$ cat src/rtl/digit_step_ctrl_pkg.sv
// digit_step_pkg: shared types and helpers for the digit stepper.
//   DIGIT_W     width of the displayed digit
//   run_state_t run/pause state of the auto-advance FSM
//   step_t      kind of digit step chosen in a cycle
//   next_digit  wrap-around step over 0..max
package digit_step_pkg;

  localparam int DIGIT_W = 4;

  typedef enum logic {ST_PAUSED, ST_RUNNING} run_state_t;

  typedef enum logic [1:0] {STEP_NONE, STEP_UP, STEP_DOWN} step_t;

  function automatic logic [DIGIT_W-1:0] next_digit(input logic [DIGIT_W-1:0] cur,
                                                    input step_t            step,
                                                    input logic [DIGIT_W-1:0] max);
    logic [DIGIT_W-1:0] r;
    r = cur;
    case (step)
      STEP_UP:   r = (cur == max) ? '0 : cur + DIGIT_W'(1);
      STEP_DOWN: r = (cur == '0) ? max : cur - DIGIT_W'(1);
      default:   r = cur;
    endcase
    return r;
  endfunction

endpackage

$ cat src/rtl/digit_step_ctrl_btn_debounce.sv
// btn_debounce: 2-FF synchronizer, debounce counter and press-pulse edge
// detect for one bouncy push-button.
//   clk, rst_n  clock, synchronous active-low reset
//   raw         asynchronous active-high button input
//   level       debounced button level
//   press       one-cycle pulse, registered one cycle after level rises
module btn_debounce #(
  parameter int DEB_CYCLES = 50_000
) (
  input  logic clk,
  input  logic rst_n,
  input  logic raw,
  output logic level,
  output logic press
);

  localparam int CW = $clog2(DEB_CYCLES + 1);

  logic          sync_1;
  logic          sync_2;
  logic          level_d;
  logic [CW-1:0] cnt;

  always_ff @(posedge clk) begin
    if (!rst_n) begin
      sync_1  <= 1'b0;
      sync_2  <= 1'b0;
      level   <= 1'b0;
      level_d <= 1'b0;
      press   <= 1'b0;
      cnt     <= '0;
    end else begin
      sync_1  <= raw;
      sync_2  <= sync_1;
      level_d <= level;
      press   <= level & ~level_d;
      // Any sample agreeing with the accepted level restarts the count; the
      // DEB_CYCLES-th consecutive disagreeing sample flips the level.
      if (sync_2 == level) begin
        cnt <= '0;
      end else if (cnt == CW'(DEB_CYCLES - 1)) begin
        cnt   <= '0;
        level <= sync_2;
      end else begin
        cnt <= cnt + CW'(1);
      end
    end
  end

endmodule

$ cat src/rtl/digit_step_ctrl.sv
// digit_step_ctrl: user-controllable 4-bit digit source for the seven-segment
// decoder. Debounces up/down/run buttons, auto-advances on a prescaled tick
// while running, wraps over 0..MAX_DIGIT.
//   clk, rst_n    clock, synchronous active-low reset
//   btn_up_raw    bouncy button: step digit up
//   btn_down_raw  bouncy button: step digit down
//   btn_run_raw   bouncy button: toggle run/pause
//   digit         current digit
//   digit_chg     one-cycle pulse with each new digit value
//   running       1 while auto-advance is active
// Build option: define AUTOREPEAT_EN to make held up/down buttons repeat
// REPEAT_DELAY cycles after the press, then every REPEAT_RATE cycles.
module digit_step_ctrl
  import digit_step_pkg::*;
#(
  parameter int TICK_DIV     = 10_000_000,
  parameter int DEB_CYCLES   = 50_000,
  parameter int MAX_DIGIT    = 6,
  parameter int REPEAT_DELAY = 5_000_000,
  parameter int REPEAT_RATE  = 2_000_000
) (
  input  logic       clk,
  input  logic       rst_n,
  input  logic       btn_up_raw,
  input  logic       btn_down_raw,
  input  logic       btn_run_raw,
  output logic [3:0] digit,
  output logic       digit_chg,
  output logic       running
);

  if (MAX_DIGIT < 1 || MAX_DIGIT > 15) begin : g_bad_max
    $error("digit_step_ctrl: MAX_DIGIT must be within 1..15");
  end
  if (TICK_DIV < 2 || DEB_CYCLES < 1 || REPEAT_DELAY < 1 || REPEAT_RATE < 1) begin : g_bad_cfg
    $error("digit_step_ctrl: TICK_DIV>=2, DEB_CYCLES>=1, REPEAT_DELAY>=1, REPEAT_RATE>=1 required");
  end

  localparam int                 PW    = $clog2(TICK_DIV);
  localparam logic [DIGIT_W-1:0] MAX_D = DIGIT_W'(MAX_DIGIT);

  logic [2:0] level;
  logic [2:0] press;
  logic       up_ev;
  logic       down_ev;
  logic       tick;
  step_t      step;
  run_state_t state;
  logic [PW-1:0] presc;

  btn_debounce #(.DEB_CYCLES(DEB_CYCLES)) u_deb_up (
    .clk(clk), .rst_n(rst_n), .raw(btn_up_raw), .level(level[0]), .press(press[0])
  );
  btn_debounce #(.DEB_CYCLES(DEB_CYCLES)) u_deb_down (
    .clk(clk), .rst_n(rst_n), .raw(btn_down_raw), .level(level[1]), .press(press[1])
  );
  btn_debounce #(.DEB_CYCLES(DEB_CYCLES)) u_deb_run (
    .clk(clk), .rst_n(rst_n), .raw(btn_run_raw), .level(level[2]), .press(press[2])
  );

  // Only the up/down levels feed auto-repeat; the run level is never needed.
  logic unused_levels;
  assign unused_levels = &{1'b0, level};

`ifdef AUTOREPEAT_EN
  logic [1:0] rep;

  for (genvar i = 0; i < 2; i++) begin : g_rep
    logic [31:0] hold_cnt;
    logic        rate_phase;

    // hold_cnt is the number of cycles since the last press/repeat step.
    assign rep[i] = (hold_cnt == (rate_phase ? 32'(REPEAT_RATE) : 32'(REPEAT_DELAY)));

    always_ff @(posedge clk) begin
      if (!rst_n || !level[i]) begin
        hold_cnt   <= '0;
        rate_phase <= 1'b0;
      end else if (press[i]) begin
        hold_cnt   <= 32'd1;
        rate_phase <= 1'b0;
      end else if (rep[i]) begin
        hold_cnt   <= 32'd1;
        rate_phase <= 1'b1;
      end else if (hold_cnt != '0) begin
        hold_cnt <= hold_cnt + 32'd1;
      end
    end
  end

  assign up_ev   = press[0] | rep[0];
  assign down_ev = press[1] | rep[1];
`else
  assign up_ev   = press[0];
  assign down_ev = press[1];
`endif

  assign tick = (state == ST_RUNNING) && (presc == PW'(TICK_DIV - 1));

  always_comb begin
    step = STEP_NONE;
    if (up_ev)        step = STEP_UP;
    else if (down_ev) step = STEP_DOWN;
    else if (tick)    step = STEP_UP;
  end

  always_ff @(posedge clk) begin
    if (!rst_n) begin
      state     <= ST_RUNNING;
      running   <= 1'b1;
      presc     <= '0;
      digit     <= '0;
      digit_chg <= 1'b0;
    end else begin
      digit_chg <= (step != STEP_NONE);
      if (step != STEP_NONE) digit <= next_digit(digit, step, MAX_D);

      // Tick and prescaler use the pre-toggle state even when run is pressed.
      if (up_ev || down_ev)        presc <= '0;
      else if (state == ST_RUNNING) presc <= tick ? '0 : presc + PW'(1);

      if (press[2]) begin
        state   <= (state == ST_RUNNING) ? ST_PAUSED : ST_RUNNING;
        running <= (state != ST_RUNNING);
      end
    end
  end

endmodule

$ cat config.mk
export PLATFORM = sky130hd
export DESIGN_NAME = digit_step_ctrl
export DESIGN_NICKNAME = d
export VERILOG_FILES = /design/src/rtl/digit_step_ctrl_pkg.sv /design/src/rtl/digit_step_ctrl_btn_debounce.sv /design/src/rtl/digit_step_ctrl.sv
export SDC_FILE = /design/constraint.sdc
export NUM_CORES = 1
export LEC_CHECK = 0
export ABC_AREA = 1
export CAP_MARGIN = 20
export CELL_PAD_IN_SITES_DETAIL_PLACEMENT = 1
export CELL_PAD_IN_SITES_GLOBAL_PLACEMENT = 1
export CORE_UTILIZATION = 40
export DETAILED_ROUTE_END_ITERATION = 6
export PLACE_DENSITY = 0.86
export SLEW_MARGIN = 20
export SYNTH_ARGS = -nofsm -noshare
export SYNTH_HDL_FRONTEND = slang
export SYNTH_SLANG_ARGS = --single-unit
$ cat constraint.sdc
create_clock -name clk -period 2 [get_ports clk]
set_clock_uncertainty 0.15 [all_clocks]
set_input_delay 0.3 -clock clk [delete_from_list [all_inputs] [get_ports clk]]
set_output_delay 0.3 -clock clk [all_outputs]
set_load 0.005 [all_outputs]
**Word level (Yosys, flattened, before mapping)**

Cells that the tools add are included.

- Bits in registers: 94
- Bits in latches: 0
- Memory bits (writable): 0
- Memory bits (read-only): 0
- Input port bits: 5
- Output and inout bits: 6
- Logic and storage cells: 71
- Memories: 0

- $add $sub $neg: 6
- Multipliers: 0
- Div/mod/pow operators: 0
- Order comparisons: 0
- Eq/ne operators: 10
- Shift-type cells: 0
- Muxes and demuxes: 8
- Bitwise logic cells: 11
- Reduce and logical (&&, ||, !) cells: 13

Operator list:

| kind | number |
|---|---|
| 16-bit by 1-bit adder with 16-bit output, second input constant | 3 |
| 16-bit equality test, second input constant | 3 |
| 24-bit by 1-bit adder with 24-bit output, second input constant | 1 |
| 24-bit equality test, second input constant | 1 |
| 24-bit 2-to-1 mux | 1 |
| 3-bit OR reduction | 3 |
| 4-bit 2-to-1 mux | 2 |
| 1-bit NOT | 8 |
| 4-bit case mux with 2 select lines | 1 |
| 2-bit AND reduction | 4 |
| 4-bit by 1-bit adder with 4-bit output, second input constant | 1 |
| 4-bit by 3-bit equality test with 1-bit output, second input constant | 1 |
| 4-bit logical NOT | 1 |
| 2-bit 2-to-1 mux | 2 |
| 2-bit nonzero test | 2 |
| 4-bit by 1-bit subtractor with 4-bit output, second input constant | 1 |
| 1-bit AND | 3 |
| 1-bit equality test | 3 |
| 2-bit by 1-bit equality test with 1-bit output, second input constant | 1 |
| 2-bit equality test, second input constant | 1 |
| 1-bit 2-to-1 mux | 2 |
| 2-bit OR reduction | 1 |
| 1-bit logical AND | 1 |
| 1-bit logical OR | 1 |

**Logic depth before layout (Yosys ltp)**

Gate-level depths: netlist of the first run.

- Depth in word-level cells: 8
- Mapped depth: 10
- Depth with buffers taken out: 10

**Modules after synthesis**

A second synthesis of the first run with hierarchy kept.

- Cell total of the unflattened synthesis: 668
- Area total of the unflattened synthesis: 4649.5 sq um

By module, submodules not included:

| module | instances | cells each | area each (sq um) | sequential area each (sq um) |
|---|---|---|---|---|
| btn_debounce | 3 | 129 | 950.9 | 420.4 |
| digit_step_ctrl | 1 | 281 | 1796.7 | 600.6 |

**Worst setup path after synthesis of the first run**

OpenSTA, ideal clock, no wires.

- Kind: flip-flop to flip-flop
- Start point: reg presc[0]
- End point: reg digit[0]
- Setup time: 0.070 ns
- Arrival: 1.768 ns
- Data required time: 1.780 ns
- Setup slack: 0.012 ns
- Cell stages (with the launch flop): 10
- Buffers on the path: 0
- Period minus slack after synthesis: 1.988 ns
- Path through: dfxtp_1 -> ha_1 -> nand3_1 -> nor2_1 -> nand3_1 -> nor2_1 -> o21ai_0 -> ha_1 -> or2_2 -> a21oi_1

- Longest elaborated chain between the ends: 8
- Elaborated cells on any way between the ends: 11
- Classes of those cells: eq/ne (3); mux (4); reduce/logical (4)

RTL lines:

| element | RTL line | source |
|---|---|---|
| start, declared | digit_step_ctrl.sv:49 | `logic [PW-1:0] presc;` |
| start signal, assigned | digit_step_ctrl.sv:120 | `else if (state == ST_RUNNING) presc <= tick ? '0 : presc + PW'(1);` |
| 24-bit equality test * | digit_step_ctrl.sv:98 | `assign tick = (state == ST_RUNNING) && (presc == PW'(TICK_DIV - 1));` |
| 1-bit logical AND * | digit_step_ctrl.sv:98 |  |
| 1-bit 2-to-1 mux * | digit_step_ctrl.sv:104 | `else if (tick) step = STEP_UP;` |
| 2-bit 2-to-1 mux * | digit_step_ctrl.sv:103 | `else if (down_ev) step = STEP_DOWN;` |
| 2-bit 2-to-1 mux * | digit_step_ctrl.sv:102 | `if (up_ev) step = STEP_UP;` |
| 2-bit equality test or 2-bit by 1-bit equality test with 1-bit output (tied branches) | digit_step_ctrl_pkg.sv:19 | `case (step)` |
| 2-bit nonzero test (no line) | n/a |  |
| 2-bit AND reduction (no line) | n/a |  |
| end signal, assigned | digit_step_ctrl.sv:116 | `if (step != STEP_NONE) digit <= next_digit(digit, step, MAX_D);` |
| end, declared | digit_step_ctrl.sv:27 | `output logic [3:0] digit,` |

Mark *: on every way between the ends. The rest lies on a longest branch, timed or not.
A chain may end at the register's enable or synchronous reset.

**Final worst setup path of the first run**

- Start point: reg presc[1]
- End point: reg digit[2]

The elaborated chain is that of the path after synthesis.

==> results.py, run 1 <==
metrics = {
    "worst_setup_path": {
        "worstSetupStartpointType": "register",
        "crit_chain": "ha_4 > nand3_4 > nor2_4 > nand3_2 > nor2_4 > o21ai_2 > ha_1 > buf_6 > buf_6 > a31oi_1",
        "required_ns": 2.13,
        "crit_start": "presc[1]",
        "path_buf_inv": 2,
        "cp.arrival_ns": 2.09,
        "slowest_stage": "dfxtp_2",
        "cpPeakStageDelay_ns": 0.36,
        "reg2reg_from": "presc[1]",
        "cp-end-kind": "register",
        "regToRegEndpoint": "digit[2]",
        "rr_worst_depth": 10,
        "crit_type": "reg -> reg",
        "crit_path_end": "digit[2]",
        "worst-path-stages": 10,
        "cp_top_family": "adder cells",
        "worst-r2r-setup-slack_ns": 0.03,
        "path_max_fanout": 6,
    },
    "power": {
        "comb_power_share_pct": 2.3,
        "p_sw_share_pct": 20.9,
        "power.leakage_nw": 2.01,
        "seqPwrFrac_pct": 49.9,
        "p_per_area_mw_per_mm2": 703,
        "internal_power_mw": 2.97,
        "total_power_mw": 3.76,
        "ir_drop_uv": 622,
        "p_clk_share_pct": 47.8,
        "power.switching_mw": 0.784,
    },
    "global_route": {
        "overflow": 0,
        "antenna_found_initial": 0,
        "grt_max_degree": 17,
        "grt_first_pass_wirelength_um": 20300,
        "grt_pass1_vias": 4529,
        "track_usage_pct": 22.1,
    },
    "synthesis": {
        "syn_area_mm2": 0.00452,
        "avgSynthCellArea_um2": 6.74,
        "synthesis.nets": 685,
        "yosys_warnings": 0,
        "ys_seq_elements": 93,
        "ys_types": 25,
        "syn_inst": 671,
        "ys_seq_area_share_pct": 41.2,
    },
    "drt": {
        "drc": 0,
        "drt_iter0_drc": 113,
        "vias": 4340,
        "wire_per_inst_um": 14.7,
        "wirelength_um": 12500,
        "ant_nets": 0,
        "drt_first_pass_iters": 4,
        "avgViaCountPerCell": 5.09,
    },
    "sta": {
        "setup_tns_ns": 0,
        "setup_ws_ns": 0.0342,
        "relSlewSlack_pct": 69.4,
        "setup_viol": 0,
        "tightest_slew_ns": 0.456,
        "final-hold-violation-count": 0,
        "fmax_ghz": 0.509,
        "slew_violations": 0,
        "fin_crit_sh_pct": 98.3,
        "hold_ws_ns": 0.245,
        "min_period_ns": 1.97,
    },
    "die": {
        "dieArea_mm2": 0.0117,
        "die_h_um": 108,
        "core_area_mm2": 0.0109,
        "rows": 38,
        "fp.dieW_um": 108,
        "initial_utilization_pct": 41.4,
        "ios": 11,
    },
    "placement": {
        "dpl_worst_slack_ns": -0.0117,
        "place_congestion": 0.859,
        "numPortBuffers": 10,
        "hpwl_um": 8790,
        "placed_cells": 831,
        "place_area_mm2": 0.00487,
    },
    "cts": {
        "clkSlewWorstSetupHoldPaths_ns": 0.07,
        "ctsRootBufferMaster": "clkbuf_16",
        "hold_buffers": 0,
        "clock_sinks": 93,
        "cts_tree": "built",
        "cts_buffer_depth": 2,
        "htreeDepth": 3,
        "cts_inserted_buffers": 9,
        "clkLatencyLatePin_ns": 0.34,
    },
    "finish": {
        "fillCellCount": 1454,
        "fin_nets": 722,
        "drive_above_1_share_pct": 11.4,
        "final_common_cell": "nand2_1",
        "antenna_cells": 0,
        "stdcell_count": 853,
        "layout_common_cells": "141 x nand2_1, 123 x nor2_1, 95 x inv_1, 89 x dfxtp_1, 43 x nand3_1",
        "stdcell_area_mm2": 0.00534,
        "utilization_pct": 48.9,
        "area_delta_synth_final_pct": 18.1,
    },
    "run_status": {
        "status": "finished clean",
    },
    "min_path": {
        "hp-class": "reg -> reg",
    },
    "run": {
        "maxCapViolCount": 0,
    },
}
[synth_stat cells, drive strengths merged]
cell	instances	area, µm²
o21ai	15	75.1
buf	5	45.0
nand3	47	240
nand4	18	113
ha	9	113
nor2	134	508
dfxtp	93	1860
or2	10	62.6
inv	102	383
o21bai	2	15.0
nor3	34	181
clkbuf	1	3.75
nor3b	1	7.51
nand2	145	549
xnor2	6	52.6
a31oi	4	25.0
xor2	17	149
a21oi	28	140
[power groups by stage]
| stage | clock network [mW] | registers [mW] | logic, mW |
|---|---|---|---|
| floorplan | 0 | 1.91 | 0.0423 |
| global placement | 0 | 1.91 | 0.0714 |
| detailed placement | 0 | 1.91 | 0.0770 |
| CTS | 1.83 | 1.87 | 0.0801 |
| global route | 1.90 | 1.87 | 0.0964 |
| finish | 1.80 | 1.87 | 0.0859 |
[worst min-delay path by stage]
stage,from,to,slack [ns],depth (start not counted)
2_1_floorplan,u_deb_up.level_d,u_deb_up.press,0.22,1
3_3_place_gp,u_deb_down.level_d,u_deb_down.press,0.22,1
3_5_place_dp,u_deb_run.level_d,u_deb_run.press,0.23,1
4_1_cts,u_deb_up.level_d,u_deb_up.press,0.25,1
5_1_grt,u_deb_up.level_d,u_deb_up.press,0.26,1
6_report,u_deb_up.level_d,u_deb_up.press,0.24,1
[kinds of logic after synthesis]
| family | synth area share (%) |
|---|---|
| adders and majority gates | 2.49 |
| xor gates and xnor gates | 4.45 |
| buffers and inverters | 9.54 |
| AOI/OAI and AO/OA | 5.64 |
| and+or+nand+nor | 36.7 |
| DFF | 41.2 |
[routing by layer]
metal | GRT usage, % | wire (µm) | vias up
li1 | - | - | 2174
met1 | 24.5 | 5210 | 2106
met2 | 41.3 | 6790 | 45
met3 | 4.04 | 321 | 15
met4 | 9.07 | 194 | 0
met5 | 0 | 0 | -
[what timing repair did]
action | CTS | global route
buffers inserted | 1 | 5
gates resized for setup | 8 | 32
endpoints found under the setup margin | 4 | 51
pin swaps | 3 | 12
gates cloned | 0 | 0
[final cells by class]
type | count | area [µm²] | area share [%]
multi-input cells | 470 | 2330 | 43.7
flip-flops and latches | 93 | 1870 | 34.9
inverters | 102 | 383 | 7.17
repair buffers | 32 | 273 | 5.11
clock buffers | 13 | 270 | 5.06
well taps | 140 | 175 | 3.28
clock inverters | 3 | 42.5 | 0.796
[registers in the layout, indices dropped and copies added, names as in the netlist, 4 cells and up]
signal          cells
digit               4
presc              24
u_deb_down.cnt     16
u_deb_run.cnt      16
u_deb_up.cnt       16
Power figures use the tool's default switching activity.
==> inputs of run 2 (changes only) <==
Settings changed: CTS_CLUSTER_SIZE set to 28, GPL_ROUTABILITY_DRIVEN set to 0.
==> results of run 2 <==
Same layout as run 1: the final DEF is identical, and so are final timing and power.
==> inputs of run 3 (changes only) <==
Settings changed: CAP_MARGIN 20 to not set, CORE_ASPECT_RATIO set to 0.8.
==> results.py, run 3 (synthesis gave the netlist of run 1 again) <==
metrics = {
    "run_status": {
        "status": "finished clean",
    },
    "cts": {
        "hold_buffers": 0,
        "cts_tree": "built",
        "cts_buffer_depth": 2,
        "clock_sinks": 93,
        "clkSlewWorstSetupHoldPaths_ns": 0.07,
        "clkLatencyLatePin_ns": 0.34,
        "cts_inserted_buffers": 9,
        "ctsRootBufferMaster": "clkbuf_16",
        "htreeDepth": 3,
    },
    "die": {
        "rows": 34,
        "initial_utilization_pct": 41.4,
        "fp.dieW_um": 121,
        "ios": 11,
        "dieArea_mm2": 0.0117,
        "die_h_um": 97.1,
        "core_area_mm2": 0.0109,
    },
    "worst_setup_path": {
        "cp.arrival_ns": 2.07,
        "path_buf_inv": 5,
        "cp_common_cell": "buf_4",
        "worstSetupStartpointType": "register",
        "slowest_stage": "dfxtp_2",
        "cp_top_family": "buffers and inverters",
        "path_max_fanout": 6,
        "required_ns": 2.13,
        "cpPeakStageDelay_ns": 0.34,
        "crit_chain": "ha_4 > nand3_4 > nor2_4 > nand3_2 > nor2_4 > buf_4 > buf_4 > buf_4 > buf_4 > nor2_4 > buf_6 > nand2_2 > nor2_2",
        "cp-end-kind": "register",
        "crit_type": "reg -> reg",
    },
    "power": {
        "ir_drop_uv": 386,
        "p_per_area_mw_per_mm2": 724,
        "total_power_mw": 3.91,
        "power.leakage_nw": 2.03,
    },
    "drt": {
        "wire_per_inst_um": 14.7,
        "ant_nets": 0,
        "drt_first_pass_iters": 4,
        "vias": 4350,
        "drt_iter0_drc": 196,
        "wirelength_um": 12600,
        "avgViaCountPerCell": 5.07,
        "drc": 0,
    },
    "finish": {
        "final_common_cell": "nand2_1",
        "regMostFlops": "presc",
        "stdcell_count": 858,
        "layout_common_cells": "138 x nand2_1, 122 x nor2_1, 97 x inv_1, 81 x dfxtp_1, 43 x nand3_1",
        "drive_above_1_share_pct": 12.9,
        "largest_reg_flops": 24,
        "utilization_pct": 49.5,
        "fin_nets": 723,
        "antenna_cells": 0,
        "area_delta_synth_final_pct": 19.5,
    },
    "global_route": {
        "overflow": 0,
        "antenna_found_initial": 0,
        "track_usage_pct": 22.4,
        "grt_first_pass_wirelength_um": 21100,
        "grt_max_degree": 17,
        "grt_pass1_vias": 4628,
    },
    "placement": {
        "placed_cells": 834,
        "numPortBuffers": 10,
        "hpwl_um": 8740,
    },
    "sta": {
        "slew_violations": 0,
        "fin_crit_sh_pct": 97.3,
        "fmax_ghz": 0.514,
        "tightest_slew_ns": 0.437,
        "relSlewSlack_pct": 70.6,
        "min_period_ns": 1.95,
        "final-hold-violation-count": 0,
        "setup_viol": 0,
    },
    "min_path": {
        "hp-class": "reg -> reg",
    },
    "run": {
        "maxCapViolCount": 0,
    },
}
## run 3: through the flow
| stage | area (µm²) | setup slack, ns | setup TNS (ns) | hold slack (ns) |
|---|---|---|---|---|
| CTS | 5280 | 0.00983 | 0 | 0.246 |
| detailed placement | 4870 | -0.143 | -0.500 | 0.237 |
| floorplan | 4520 | 0.0124 | 0 | 0.218 |
| global route | 5410 | -0.0185 | -0.0533 | 0.255 |
| finish | 5410 | 0.0546 | 0 | 0.242 |
| global placement | 4870 | -0.00341 | -0.00341 | 0.223 |
## run 3: final timing paths
| path | start | endpoint | slack (ns) | cells after the start |
|---|---|---|---|---|
| max | presc[1] | presc[6] | 0.05 | 13 |
| min | u_deb_up.level_d | u_deb_up.press | 0.24 | 1 |
| max reg2reg | presc[1] | presc[6] | 0.05 | 13 |
| min reg2reg | u_deb_up.level_d | u_deb_up.press | 0.24 | 1 |
## run 3: final cells by class
type	count	area, µm²
Clock buffer	10	229
Clock inverter	6	111
Fill cell	1414	5530
Inverter	102	383
Multi-Input combinational cell	470	2340
Sequential cell	93	1880
Tap cell	144	180
Timing Repair Buffer	33	284
## run 3: timing repair
item | CTS | global route
gates cloned | 0 | 1
gates resized for setup | 10 | 43
pin swaps | 4 | 11
endpoints found under the hold margin | 0 | 0
setup buffers | 6 | 2
setup endpoints to repair | 4 | 59
## run 3: layer usage
metal	wire, µm	part of all wire (%)	GRT usage, %
met5	0	0	0
met3	469	3.7	4.75
met4	255	2.0	6.17
met1	5830	46	27.5
met2	6070	48	39.3
## run 3: power by group
part	switching, mW	internal [mW]
Clock	0.726	1.22
Sequential	0.00933	1.86
Combinational	0.0521	0.0389
